`src/rtl/scoreboard_register_file_pkg.sv`:
```
// Shared defaults and register selector codes for the scoreboarded register file.
package scoreboard_register_file_pkg;

  localparam int DEFAULT_DATA_WIDTH = 8;
  localparam int DEFAULT_NUM_REGS   = 8;
  localparam int DEFAULT_SEL_WIDTH  = 3;

  localparam logic [2:0] R0_SELECTOR = 3'd0;
  localparam logic [2:0] R1_SELECTOR = 3'd1;
  localparam logic [2:0] R2_SELECTOR = 3'd2;
  localparam logic [2:0] R3_SELECTOR = 3'd3;
  localparam logic [2:0] R4_SELECTOR = 3'd4;
  localparam logic [2:0] R5_SELECTOR = 3'd5;
  localparam logic [2:0] R6_SELECTOR = 3'd6;
  localparam logic [2:0] R7_SELECTOR = 3'd7;

endpackage

```
`src/rtl/scoreboard_register_file_scoreboard.sv`:
```
// Busy-bit scoreboard: one pending-result flag per register, set by accepted
// issues and cleared by writes; a reservation wins over a same-edge clear.
module register_scoreboard
  import scoreboard_register_file_pkg::*;
#(
  parameter int NUM_REGS  = DEFAULT_NUM_REGS,
  parameter int SEL_WIDTH = DEFAULT_SEL_WIDTH
) (
  input  logic                 clk,
  input  logic                 reset,
  input  logic                 i_issueEn,
  input  logic [SEL_WIDTH-1:0] i_issueSel,
  input  logic                 i_clearEn,
  input  logic [SEL_WIDTH-1:0] i_clearSel,
  input  logic [SEL_WIDTH-1:0] i_query1Sel,
  input  logic [SEL_WIDTH-1:0] i_query2Sel,
  input  logic [SEL_WIDTH-1:0] i_query3Sel,
  output logic                 o_busy1,
  output logic                 o_busy2,
  output logic                 o_busy3
);

  logic [NUM_REGS-1:0] r_busy;

  always_ff @(posedge clk or negedge reset) begin
    if (!reset) begin
      r_busy <= '0;
    end else begin
      for (int i = 0; i < NUM_REGS; i++) begin
        if (i_issueEn && int'(i_issueSel) == i) begin
          r_busy[i] <= 1'b1;
        end else if (i_clearEn && int'(i_clearSel) == i) begin
          r_busy[i] <= 1'b0;
        end
      end
    end
  end

  // Out-of-range selectors never report busy.
  always_comb begin
    o_busy1 = 1'b0;
    o_busy2 = 1'b0;
    o_busy3 = 1'b0;
    if (int'(i_query1Sel) < NUM_REGS) o_busy1 = r_busy[i_query1Sel];
    if (int'(i_query2Sel) < NUM_REGS) o_busy2 = r_busy[i_query2Sel];
    if (int'(i_query3Sel) < NUM_REGS) o_busy3 = r_busy[i_query3Sel];
  end

endmodule

```
`src/rtl/scoreboard_register_file.sv`:
```
// Two-read/one-write register file with optional write bypass and a busy-bit
// scoreboard that refuses issues whose sources or destination are pending.
module scoreboard_register_file
  import scoreboard_register_file_pkg::*;
#(
  parameter int DATA_WIDTH = DEFAULT_DATA_WIDTH,
  parameter int NUM_REGS   = DEFAULT_NUM_REGS,
  parameter int SEL_WIDTH  = DEFAULT_SEL_WIDTH,
  parameter bit ZERO_REG   = 1'b0,
  parameter bit BYPASS     = 1'b1
) (
  input  logic                  clk,
  input  logic                  reset,
  input  logic [SEL_WIDTH-1:0]  src1_bus_selector,
  input  logic [SEL_WIDTH-1:0]  src2_bus_selector,
  output logic [DATA_WIDTH-1:0] src1,
  output logic [DATA_WIDTH-1:0] src2,
  input  logic                  wr_en,
  input  logic [SEL_WIDTH-1:0]  dest_bus_selector,
  input  logic [DATA_WIDTH-1:0] data,
  input  logic                  issue_en,
  input  logic [SEL_WIDTH-1:0]  issue_sel,
  output logic                  src1_busy,
  output logic                  src2_busy,
  output logic                  stall
);

  logic [DATA_WIDTH-1:0] r_regs [NUM_REGS];

  logic w_wrValid;
  logic w_src1Fwd;
  logic w_src2Fwd;
  logic w_busy1Raw;
  logic w_busy2Raw;
  logic w_busyIssueRaw;
  logic w_issueCleared;
  logic w_issueExempt;
  logic w_issueAccept;

  // A selector is usable when in range and not the hardwired zero register.
  function automatic logic selValid(input logic [SEL_WIDTH-1:0] sel);
    return (int'(sel) < NUM_REGS) && !(ZERO_REG && sel == '0);
  endfunction

  assign w_wrValid = wr_en && reset && selValid(dest_bus_selector);
  assign w_src1Fwd = BYPASS && w_wrValid && (dest_bus_selector == src1_bus_selector);
  assign w_src2Fwd = BYPASS && w_wrValid && (dest_bus_selector == src2_bus_selector);

  always_ff @(posedge clk or negedge reset) begin
    if (!reset) begin
      for (int i = 0; i < NUM_REGS; i++) r_regs[i] <= '0;
    end else if (w_wrValid) begin
      r_regs[dest_bus_selector] <= data;
    end
  end

  always_comb begin
    src1 = '0;
    src2 = '0;
    if (selValid(src1_bus_selector)) src1 = w_src1Fwd ? data : r_regs[src1_bus_selector];
    if (selValid(src2_bus_selector)) src2 = w_src2Fwd ? data : r_regs[src2_bus_selector];
  end

  register_scoreboard #(
    .NUM_REGS  (NUM_REGS),
    .SEL_WIDTH (SEL_WIDTH)
  ) u_scoreboard (
    .clk         (clk),
    .reset       (reset),
    .i_issueEn   (w_issueAccept),
    .i_issueSel  (issue_sel),
    .i_clearEn   (w_wrValid),
    .i_clearSel  (dest_bus_selector),
    .i_query1Sel (src1_bus_selector),
    .i_query2Sel (src2_bus_selector),
    .i_query3Sel (issue_sel),
    .o_busy1     (w_busy1Raw),
    .o_busy2     (w_busy2Raw),
    .o_busy3     (w_busyIssueRaw)
  );

  // A write landing this cycle resolves the hazard, so it unblocks the issue.
  assign src1_busy      = w_busy1Raw && !w_src1Fwd;
  assign src2_busy      = w_busy2Raw && !w_src2Fwd;
  assign w_issueCleared = w_wrValid && (dest_bus_selector == issue_sel);
  assign w_issueExempt  = ZERO_REG && (issue_sel == '0);
  assign stall          = issue_en && !w_issueExempt &&
                          (src1_busy || src2_busy || (w_busyIssueRaw && !w_issueCleared));
  assign w_issueAccept  = issue_en && !stall && reset && selValid(issue_sel);

endmodule
```
`config.mk`:
```
export PLATFORM = sky130hd
export DESIGN_NAME = scoreboard_register_file
export DESIGN_NICKNAME = d
export VERILOG_FILES = /design/src/rtl/scoreboard_register_file_pkg.sv /design/src/rtl/scoreboard_register_file_scoreboard.sv /design/src/rtl/scoreboard_register_file.sv
export SDC_FILE = /design/constraint.sdc
export NUM_CORES = 1
export LEC_CHECK = 0
export BUFFER_PORTS_ARGS = -buffer_cell sky130_fd_sc_hd__buf_4
export CAP_MARGIN = 20
export CORE_MARGIN = 2
export CORE_UTILIZATION = 54
export DETAILED_ROUTE_END_ITERATION = 10
export GPL_ROUTABILITY_DRIVEN = 0
export PLACE_DENSITY = 0.77
export RECOVER_POWER = 50
export SLEW_MARGIN = 30
export SYNTH_ARGS = -nofsm -noshare
export SYNTH_HDL_FRONTEND = slang
export SYNTH_SLANG_ARGS = --single-unit
```
`constraint.sdc`:
```
create_clock -name clk -period 2.8 [get_ports clk]
set_input_delay 0.84 -clock clk [delete_from_list [all_inputs] [get_ports clk]]
set_output_delay 0.84 -clock clk [all_outputs]
set_load 0.1 [all_outputs]
```
==> flow_summary_export.csv <==
group,metric,value,unit
synthesis,async_reset_ff_share,100,%
die,coreArea,7730,sq um
sta,fin_crit,3.12,ns
route,m1WireLength,5.19,mm
sta,min_period_over_period,111,%
synthesis,syn_nets,340,
clock_network,cts_sinks,72,
route,drt_wl_total,13.7,mm
worst_setup_path,path_cells,"buf_12 -> xor2_4 -> nor4_4 -> buf_4 -> buf_8 -> buf_6 -> nand2_4 -> o21ai_4 -> buf_12",
global_routing,grt_pass1_wl,20.4,mm
synthesis,yosysTopAreaCellShare,42.0,%
route,highest_layer,"met4",
worst_setup_path,crit_arrival,2.28,ns
flow_run,cap_violations,0,
sta,slew_headroom,21.5,%
sta,fmax,0.321,GHz
global_routing,track_usage,32.2,%
min_path,hold_depth,1,
die,die_w,93.1,um
status,failed_checks,"negative setup slack",
route,wl_per_cell,26.2,um
layout,finalNetCount,442,
layout,nFillCells,389,
synthesis,ys_ff_latch,72,
synthesis,synth_largest_area_cell,"dfrtp_1",
min_path,hp-class,"reg -> reg",
clock_network,tritoncts,"done",
route,wl_met2,7.16,mm
layout,multi_input_area,2790,sq um
global_routing,grt_pass1_vias,3714,
worst_setup_path,worstReg2RegStart,"u_scoreboard.r_busy[0]",
worst_setup_path,worstPathRequired,1.96,ns
synthesis,synth_cell_types,33,
global_routing,antenna_found_initial,0,
route,detail_route.first_pass.iterations,5,
clock_network,cts.clk_slew.worst_paths,0.08,ns
sta,clock_skew,0.00295,ns
layout,antennaDiodeCount,0,
route,route.met3.wl,924,um
synthesis,synth-edff-count,0,
power,powerDensity,697,nW/um^2
synthesis,synth_area_leaders,"dfrtp_1 42%, mux2_2 17%, mux4_2 14%",
clock_network,holdBufCountCts,0,
sta,setup_viol,19,
layout,final_util,81.3,%
synthesis,synth_warnings,0,
route,antenna_left,0,
die,die_area,8660,sq um
worst_setup_path,critPathSlowestCell,"nor4_4",
placed_design,hpwl,7.75,mm
sta,tightest_slew,1.18,ns
die,ios,43,
sta,rsz0062_at_grt,"yes",
synthesis,syn-instance-count,316,
worst_setup_path,reg2reg_to,"u_scoreboard.r_busy[3]",
route,drc,0,
synthesis,synth.avg_cell_area,13.6,sq um
sta,finalHoldViolations,0,
worst_setup_path,path_max_fanout,4,
worst_setup_path,critical_path_class,"in -> out",
power,p_leak,2.67,nW
min_path,hold_path_end,"u_scoreboard.r_busy[2]",
die,die-height,93.1,um
min_path,hp-start,"u_scoreboard.r_busy[2]",
layout,layout-area-overhead-vs-synth,46.6,%
worst_setup_path,rr_worst_depth,10,
route,drt_iter0_markers,278,
worst_setup_path,rrSetupSlack,0.58,ns
die,start_util,55.5,%
power,peakVddDrop,0.383,mV
synthesis,synth-main-ff-cell,"dfrtp_1",
worst_setup_path,cp-start-kind,"input pin",
synthesis,synth-seq-area-share,42.0,%
worst_setup_path,cp-end-kind,"output port",
placed_design,dp.cells,494,
worst_setup_path,crit_path_frequent_cell,"buf_12",
global_routing,grt_overflow,0,
sta,layout_setup_ws,-0.318,ns
worst_setup_path,slowest_delay,0.35,ns
clock_network,cts_made_buffers,9,
sta,slew_violations,0,
clock_network,clk_path_buf_depth,2,
clock_network,clock_latency,0.35,ns
die,rows,32,
clock_network,h-tree-depth,3,
placed_design,port_buffers,42,
route,vias,3385,
synthesis,synth_area,4290,sq um
layout,drive_above_1_share,69.4,%
global_routing,grt_start_max_net_pins,47,
status,status,"finished, violations left",
clock_network,root_buffer,"clkbuf_8",
route,via_per_inst,6.47,
worst_setup_path,startpoint,"dest_bus_selector[1]",
layout,area.sequential,1800,sq um
layout,fin_cells,523,
## cell usage after synthesis (7+ instances only)
| library cell | number |
|---|---|
| nand2_1 | 23 |
| o21ai_0 | 16 |
| mux4_2 | 27 |
| mux4_1 | 7 |
| dfrtp_1 | 72 |
| mux2i_1 | 19 |
| buf_2 | 7 |
| buf_1 | 8 |
| mux2_2 | 64 |
| inv_1 | 12 |
| xor2_1 | 9 |
## sequential cells by signal, indices dropped and copies added, names as in the netlist
register,count
u_scoreboard.r_busy,8
r_regs,64
## per-layer routing
metal	GRT usage, %	vias up
met5	0	-
met4	16.2	0
met3	8.22	30
met2	50.5	157
met1	41.8	1798
li1	-	1400
## placed cells by master (no fill, tap or decap), types with 3 or more instances in the layout
cell type / n
and3_1: 3
o21ai_4: 10
mux2i_1: 7
mux2_2: 64
nand2_1: 9
xor2_1: 3
mux4_2: 32
mux2i_2: 4
xor2_4: 6
nand2_4: 9
buf_6: 13
clkbuf_8: 10
clkinv_2: 3
inv_1: 11
a32o_1: 5
a32o_2: 3
nand2_2: 5
buf_12: 31
o21ai_2: 6
nor2_1: 6
buf_8: 6
dfrtp_1: 72
buf_4: 65
mux2i_4: 8
nor3_2: 3
## report_power, final
group | total (W) | leakage [nW] | switching [W] | internal, W
Combinational | 0.00214 | 1.69 | 0.00114 | 0.00100
Clock | 0.000719 | 0.0838 | 0.000387 | 0.000331
Sequential | 0.00151 | 0.890 | 0.000229 | 0.00129
Total | 0.00438 | 2.67 | 0.00176 | 0.00262
## worst max-delay path by stage
stage                     depth (start not counted)       to  slack, ns
after detailed placement                          7    stall      -0.44
final                                             9  src1[0]      -0.32
after floorplan                                   6    stall      -1.30
after global placement                            7    stall      -0.40
after CTS                                         9    stall      -0.24
after global routing                              9  src1[0]      -0.37
## timing repair
| action | 4_1_cts | 5_1_grt |
|---|---|---|
| gates cloned | 2 | 0 |
| setup endpoints to repair | 19 | 19 |
| pin swaps | 13 | 10 |
| resized for setup | 120 | 41 |
| buffers inserted | 11 | 6 |
## through the flow
step / TNS (ns) / setup slack (ns) / area [sq um] / hold WS [ns] / total power (W)
floorplan: -16.51 / -1.30 / 4560 / 0.467 / 0.00274
global placement: -5.74 / -0.402 / 5330 / 0.480 / 0.00310
detailed placement: -5.87 / -0.436 / 5330 / 0.495 / 0.00316
CTS: -3.13 / -0.235 / 6090 / 0.513 / 0.00420
global route: -4.69 / -0.369 / 6280 / 0.534 / 0.00451
finish: -3.77 / -0.318 / 6280 / 0.517 / 0.00438
## worst max-delay path: cells and delay by family
family	cells	cell delay, ns
and+or+nand+nor	2	0.40
xor gates and xnor gates	1	0.18
AOI/OAI and AO/OA	1	0.07
buffers and inverters	5	0.76
## kinds of logic after synthesis
family                    share of synthesized area [%]
AOI/OAI and AO/OA                                  6.13
xor gates and xnor gates                           1.84
buffers and inverters                              3.97
DFF                                                42.0
muxes                                              39.7
and+or+nand+nor                                    6.28
## layout make-up
class,count,area share (%)
Sequential cell,72,28.7
Clock inverter,4,0.359
Inverter,13,0.777
Timing Repair Buffer,116,21.5
Clock buffer,10,2.19
Multi-Input combinational cell,206,44.5
Tap cell,102,2.03
(Power assumes the default switching activity.)
